**src/rtl/base2ascii_packer.sv**
```systemverilog
// Converts a handshaked stream of 3-bit nucleotide codes into ASCII characters.
// Packs the characters little-endian into BYTES_PER_WORD-wide words with keep/last flags.
module base2ascii_packer #(
    parameter int BYTES_PER_WORD = 8,
    parameter int CNT_WIDTH      = 32
) (
    input  logic                        clk,
    input  logic                        rst_n,
    input  logic                        in_valid,
    output logic                        in_ready,
    input  logic [2:0]                  in_base,
    input  logic                        in_mask,
    input  logic                        in_last,
    output logic                        out_valid,
    input  logic                        out_ready,
    output logic [8*BYTES_PER_WORD-1:0] out_data,
    output logic [BYTES_PER_WORD-1:0]   out_keep,
    output logic                        out_last,
    output logic [CNT_WIDTH-1:0]        words_out,
    output logic [CNT_WIDTH-1:0]        n_count
);

    localparam int FW = $clog2(BYTES_PER_WORD) + 1;
    localparam int DW = 8 * BYTES_PER_WORD;
    localparam logic [FW-1:0] LAST_IDX = FW'(BYTES_PER_WORD - 1);

    // Soft-masked bases become lowercase by setting ASCII bit 5.
    function automatic logic [7:0] base_to_ascii(input logic [2:0] base, input logic mask);
        logic [7:0] c;
        case (base)
            3'd0:    c = 8'h41;
            3'd1:    c = 8'h43;
            3'd2:    c = 8'h47;
            3'd3:    c = 8'h54;
            default: c = 8'h4E;
        endcase
        return mask ? (c | 8'h20) : c;
    endfunction

    logic                 out_valid_q, out_valid_d;
    logic [DW-1:0]        out_data_q, out_data_d;
    logic [BYTES_PER_WORD-1:0] out_keep_q, out_keep_d;
    logic                 out_last_q, out_last_d;
    logic [DW-1:0]        acc_q, acc_d;
    logic [FW-1:0]        fill_q, fill_d;
    logic [CNT_WIDTH-1:0] words_q, words_d;
    logic [CNT_WIDTH-1:0] ncnt_q, ncnt_d;

    logic                 accept_s;
    logic                 complete_s;
    logic [7:0]           char_s;
    logic [DW-1:0]        acc_new_s;
    logic [BYTES_PER_WORD-1:0] keep_new_s;

    assign in_ready = !out_valid_q || out_ready;

    // Accumulator merge and next-state for the output word, fill and counters.
    always_comb begin
        accept_s   = in_valid && in_ready;
        complete_s = accept_s && ((fill_q == LAST_IDX) || in_last);
        char_s     = base_to_ascii(in_base, in_mask);
        acc_new_s  = acc_q;
        keep_new_s = '0;
        for (int i = 0; i < BYTES_PER_WORD; i++) begin
            if (fill_q == FW'(i)) begin
                acc_new_s[8*i +: 8] = char_s;
            end else begin
                acc_new_s[8*i +: 8] = acc_q[8*i +: 8];
            end
            keep_new_s[i] = (FW'(i) <= fill_q);
        end

        out_valid_d = out_valid_q;
        out_data_d  = out_data_q;
        out_keep_d  = out_keep_q;
        out_last_d  = out_last_q;
        acc_d       = acc_q;
        fill_d      = fill_q;

        if (complete_s) begin
            out_valid_d = 1'b1;
            out_data_d  = acc_new_s;
            out_keep_d  = keep_new_s;
            out_last_d  = in_last;
            acc_d       = '0;
            fill_d      = '0;
        end else if (accept_s) begin
            out_valid_d = out_valid_q && !out_ready;
            acc_d       = acc_new_s;
            fill_d      = fill_q + FW'(1);
        end else begin
            out_valid_d = out_valid_q && !out_ready;
        end

        if (out_valid_q && out_ready) begin
            words_d = words_q + CNT_WIDTH'(1);
        end else begin
            words_d = words_q;
        end

        if (accept_s && in_base[2]) begin
            ncnt_d = ncnt_q + CNT_WIDTH'(1);
        end else begin
            ncnt_d = ncnt_q;
        end
    end

    // State registers; reset discards any partial or pending word.
    always_ff @(posedge clk or negedge rst_n) begin
        if (!rst_n) begin
            out_valid_q <= 1'b0;
            out_data_q  <= '0;
            out_keep_q  <= '0;
            out_last_q  <= 1'b0;
            acc_q       <= '0;
            fill_q      <= '0;
            words_q     <= '0;
            ncnt_q      <= '0;
        end else begin
            out_valid_q <= out_valid_d;
            out_data_q  <= out_data_d;
            out_keep_q  <= out_keep_d;
            out_last_q  <= out_last_d;
            acc_q       <= acc_d;
            fill_q      <= fill_d;
            words_q     <= words_d;
            ncnt_q      <= ncnt_d;
        end
    end

    assign out_valid = out_valid_q;
    assign out_data  = out_data_q;
    assign out_keep  = out_keep_q;
    assign out_last  = out_last_q;
    assign words_out = words_q;
    assign n_count   = ncnt_q;

endmodule

```
**config.mk**
```make
export PLATFORM = sky130hd
export DESIGN_NAME = base2ascii_packer
export DESIGN_NICKNAME = d
export VERILOG_FILES = /design/src/rtl/base2ascii_packer.sv
export SDC_FILE = /design/constraint.sdc
export NUM_CORES = 1
export LEC_CHECK = 0
export BUFFER_PORTS_ARGS = -buffer_cell sky130_fd_sc_hd__clkbuf_2
export CAP_MARGIN = 5
export CORE_MARGIN = 2
export CORE_UTILIZATION = 45
export DETAILED_ROUTE_END_ITERATION = 10
export PLACE_DENSITY = 0.68
export SYNTH_ARGS = -nofsm -noshare
export SYNTH_HDL_FRONTEND = slang
export SYNTH_SLANG_ARGS = --single-unit
```
**constraint.sdc**
```tcl
create_clock -name clk -period 2.18 [get_ports clk]
set_input_delay 0 -clock clk [delete_from_list [all_inputs] [get_ports clk]]
set_output_delay 0 -clock clk [all_outputs]
set_load 0.02 [all_outputs]
```
==> flow_metrics.tcl <==
set metrics [dict create \
    outcome "finished clean" \
    synth_fp_nets 848 \
    syn-instance-count 833 \
    numPortBuffers 147 \
    die_outline_area_mm2 0.0209 \
    clock-root-buffer "sky130_fd_sc_hd__clkbuf_16" \
    dr.pass1.iters 5 \
    max_rail_drop_vdd_mv 0.694 \
    io_pins 148 \
    antenna_violating_nets_post_route 0 \
    p_per_area_mw_per_mm2 895 \
    final.setup.tns_ns 0 \
    source_to_sink_clock_delay_at_the_later_pin_of_the_worst_skew_pair_ns 0.50 \
    synth-edff-count 0 \
    rsz0062_at_grt "false" \
    timing.critical_path.required_ns 2.62 \
    final_layout_size_suffix_gt1_frac 0.239 \
    synthDistinctLibCells 52 \
    cts-buffers-inserted 23 \
    num_vias 6680 \
    final_area_mm2 0.0108 \
    drt-wirelength-per-cell_um 17.0 \
    clock_path_buffers 3 \
    diodes 0 \
    ys_dominant_reg_cell "sky130_fd_sc_hd__dfrtp_1" \
    clock_skew_ns 0.00834 \
    dp_hpwl_um 14800 \
    setup.worst_path.class "reg2reg" \
    cts_tree "yes" \
    groute.usage.overall 0.210 \
    max_fclk_mhz 498 \
    htree_num_levels 1 \
    relative_max_transition_margin 0.255 \
    synth_largest_type_area_fraction 0.579 \
    hold_path.class "in2reg" \
    synthesis.yosys.warnings 0 \
    holdCritStartpoint "in_base[2]" \
    floorplan.die.width_um 145 \
    setup_viol_count_final 0 \
    netlist_area_mm2 0.00891 \
    floorplan.rows 51 \
    drt_iter0_markers 377 \
    n_fill_cell 1716 \
    cp_max_fo 13 \
    cp.arrival_ns 2.45 \
    placedCellCount 1230 \
    place_congestion 0.824 \
    grt.overflow.total 0 \
    wire_length_of_the_first_global_routing_pass_um 34900 \
    drcViolationCount 0 \
    vias_per_cell 5.25 \
    worst_r2r_start "fill_q[3]" \
    worst_slack_ns 0.171 \
    dpl-instance-area_mm2 0.0101 \
    layout-area-overhead-vs-synth_pct 21.6 \
    final-seq-area_mm2 0.00515 \
    synth_top_cells_by_area "sky130_fd_sc_hd__dfrtp_1 58%, sky130_fd_sc_hd__nand2_1 4.6%, sky130_fd_sc_hd__a22o_1 4.1%, sky130_fd_sc_hd__o21ai_0 4.1%, sky130_fd_sc_hd__xor2_1 3.9%" \
    clk_pin_slew_worst_paths_ns 0.06 \
    endpoint_kind "register" \
    critPathLaunchType "register" \
    async_reset_ff_frac 1.00 \
    coreArea_mm2 0.0195 \
    finalCritPeriodShare 0.922 \
    grt_max_degree 88 \
    grt_pass1_vias 6428 \
    leakagePower_nw 5.39 \
    initial_utilization 0.458 \
    nets 1008 \
    finish.cell_count_without_fillers 1272 \
    grt_antenna_before_repair 0 \
    max_slew_violation_total_from_the_final_report 0 \
    timing.critical_path.from "fill_q[3]" \
    dp_slack_ns 0.143 \
    clock_sink_count 206 \
    multiInputGateArea_mm2 0.00350 \
    final_cell_mix "206 x sky130_fd_sc_hd__dfrtp_1, 146 x sky130_fd_sc_hd__clkbuf_2, 110 x sky130_fd_sc_hd__nand2_1" \
    most_common_cell_after_layout_fill_and_taps_aside "sky130_fd_sc_hd__dfrtp_1" \
    synth.yosys.seq_area_share 0.579 \
    max_slew.worst_pin.slew_ns 1.11 \
    finalHoldViolCount 0 \
    post_synthesis_average_cell_area_um2 10.7 \
    yosys.area.top_type "sky130_fd_sc_hd__dfrtp_1" \
    ys_ff_latch 206 \
    timing.max_cap.violations 0 \
    layout_min_cycle_time_ns 2.01 \
    routed_wl_um 21600 \
    fp.dieH_um 145 \
]
[critical path: stages, from the launching register on]
cell and delay, ns:
sky130_fd_sc_hd__dfrtp_1 0.43, sky130_fd_sc_hd__buf_4 0.22, sky130_fd_sc_hd__and4b_1 0.22, sky130_fd_sc_hd__nor2_1 0.30, sky130_fd_sc_hd__and3_1 0.55, sky130_fd_sc_hd__a22o_1 0.23
[stage by stage]
stage	hold slack [ns]	utilization	total power, mW
finish	0.0313	0.557	9.69
global route	0.0444	0.557	10.1
CTS	0.0182	0.556	9.77
detailed placement	0.0367	0.520	6.21
global placement	0.0393	0.520	6.18
floorplan	-0.296	-	5.50
[cell type report]
class / instances / share of cell area
clock buffer: 35 / 0.0601
timing repair buffer: 187 / 0.104
clock inverter: 4 / 0.00243
sequential: 206 / 0.476
tap: 265 / 0.0306
inverter: 12 / 0.00416
multi-input combinational: 563 / 0.323
[cells in the mapped netlist, drive strengths merged (10+ instances only)]
master  count
xor2       40
nor3       21
o21ai      81
nor2       53
nand4      10
inv        12
clkbuf     33
a21oi      33
buf        19
nand2     110
and2       23
nor4       23
nand3      23
a22o       42
dfrtp     206
mux2i      24
xnor2      23
[where the power goes]
part	total [mW]	internal [mW]	switching, mW
Sequential	4.48	4.18	0.305
Combinational	1.66	0.589	1.07
Clock	3.55	2.05	1.50
Total	9.69	6.82	2.87
[what timing repair did]
| item | 4_1_cts | 5_1_grt |
|---|---|---|
| endpoints found under the hold margin | 213 | 0 |
| gates resized for setup | 0 | 2 |
| hold buffers | 3 | 0 |
| setup endpoints to repair | 0 | 15 |
| buffers inserted | 0 | 0 |
[layer usage]
layer  up-vias  track usage  wire (µm)
li1       3210            -          -
met2       201        0.332       9790
met5         -            0          0
met3        34       0.0316       1220
met1      3235        0.310      10200
met4         0       0.0475        394
[flip-flops by register name, indices dropped and copies added (netlist names)]
signal     flops
out_last       1
fill_q         4
n_count       32
words_out     32
acc_q         64
out_data      64
out_valid      1
out_keep       8
[logic make-up (layout without fill, tap and decap cells)]
logic type,after synthesis,after routing,share of synthesized area
and+or+nand+nor,304,304,0.178
DFF,206,206,0.579
AOI/OAI and AO/OA,164,164,0.113
buffers and inverters,64,238,0.0303
xor gates and xnor gates,63,63,0.0619
muxes,26,26,0.0295
adders and majority gates,6,6,0.00843
[worst paths after layout]
check	to	slack (ns)	cells past startpoint
worst min-delay path	n_count[2]	0.03	4
worst max register to register	acc_q[33]	0.17	5
worst max-delay path	acc_q[33]	0.17	5
worst min register to register	out_data[60]	0.47	2
max in group asynchronous	acc_q[16]	1.48	3
min in group asynchronous	words_out[26]	0.07	2
Note: power is estimated with default switching activity, not from simulation.
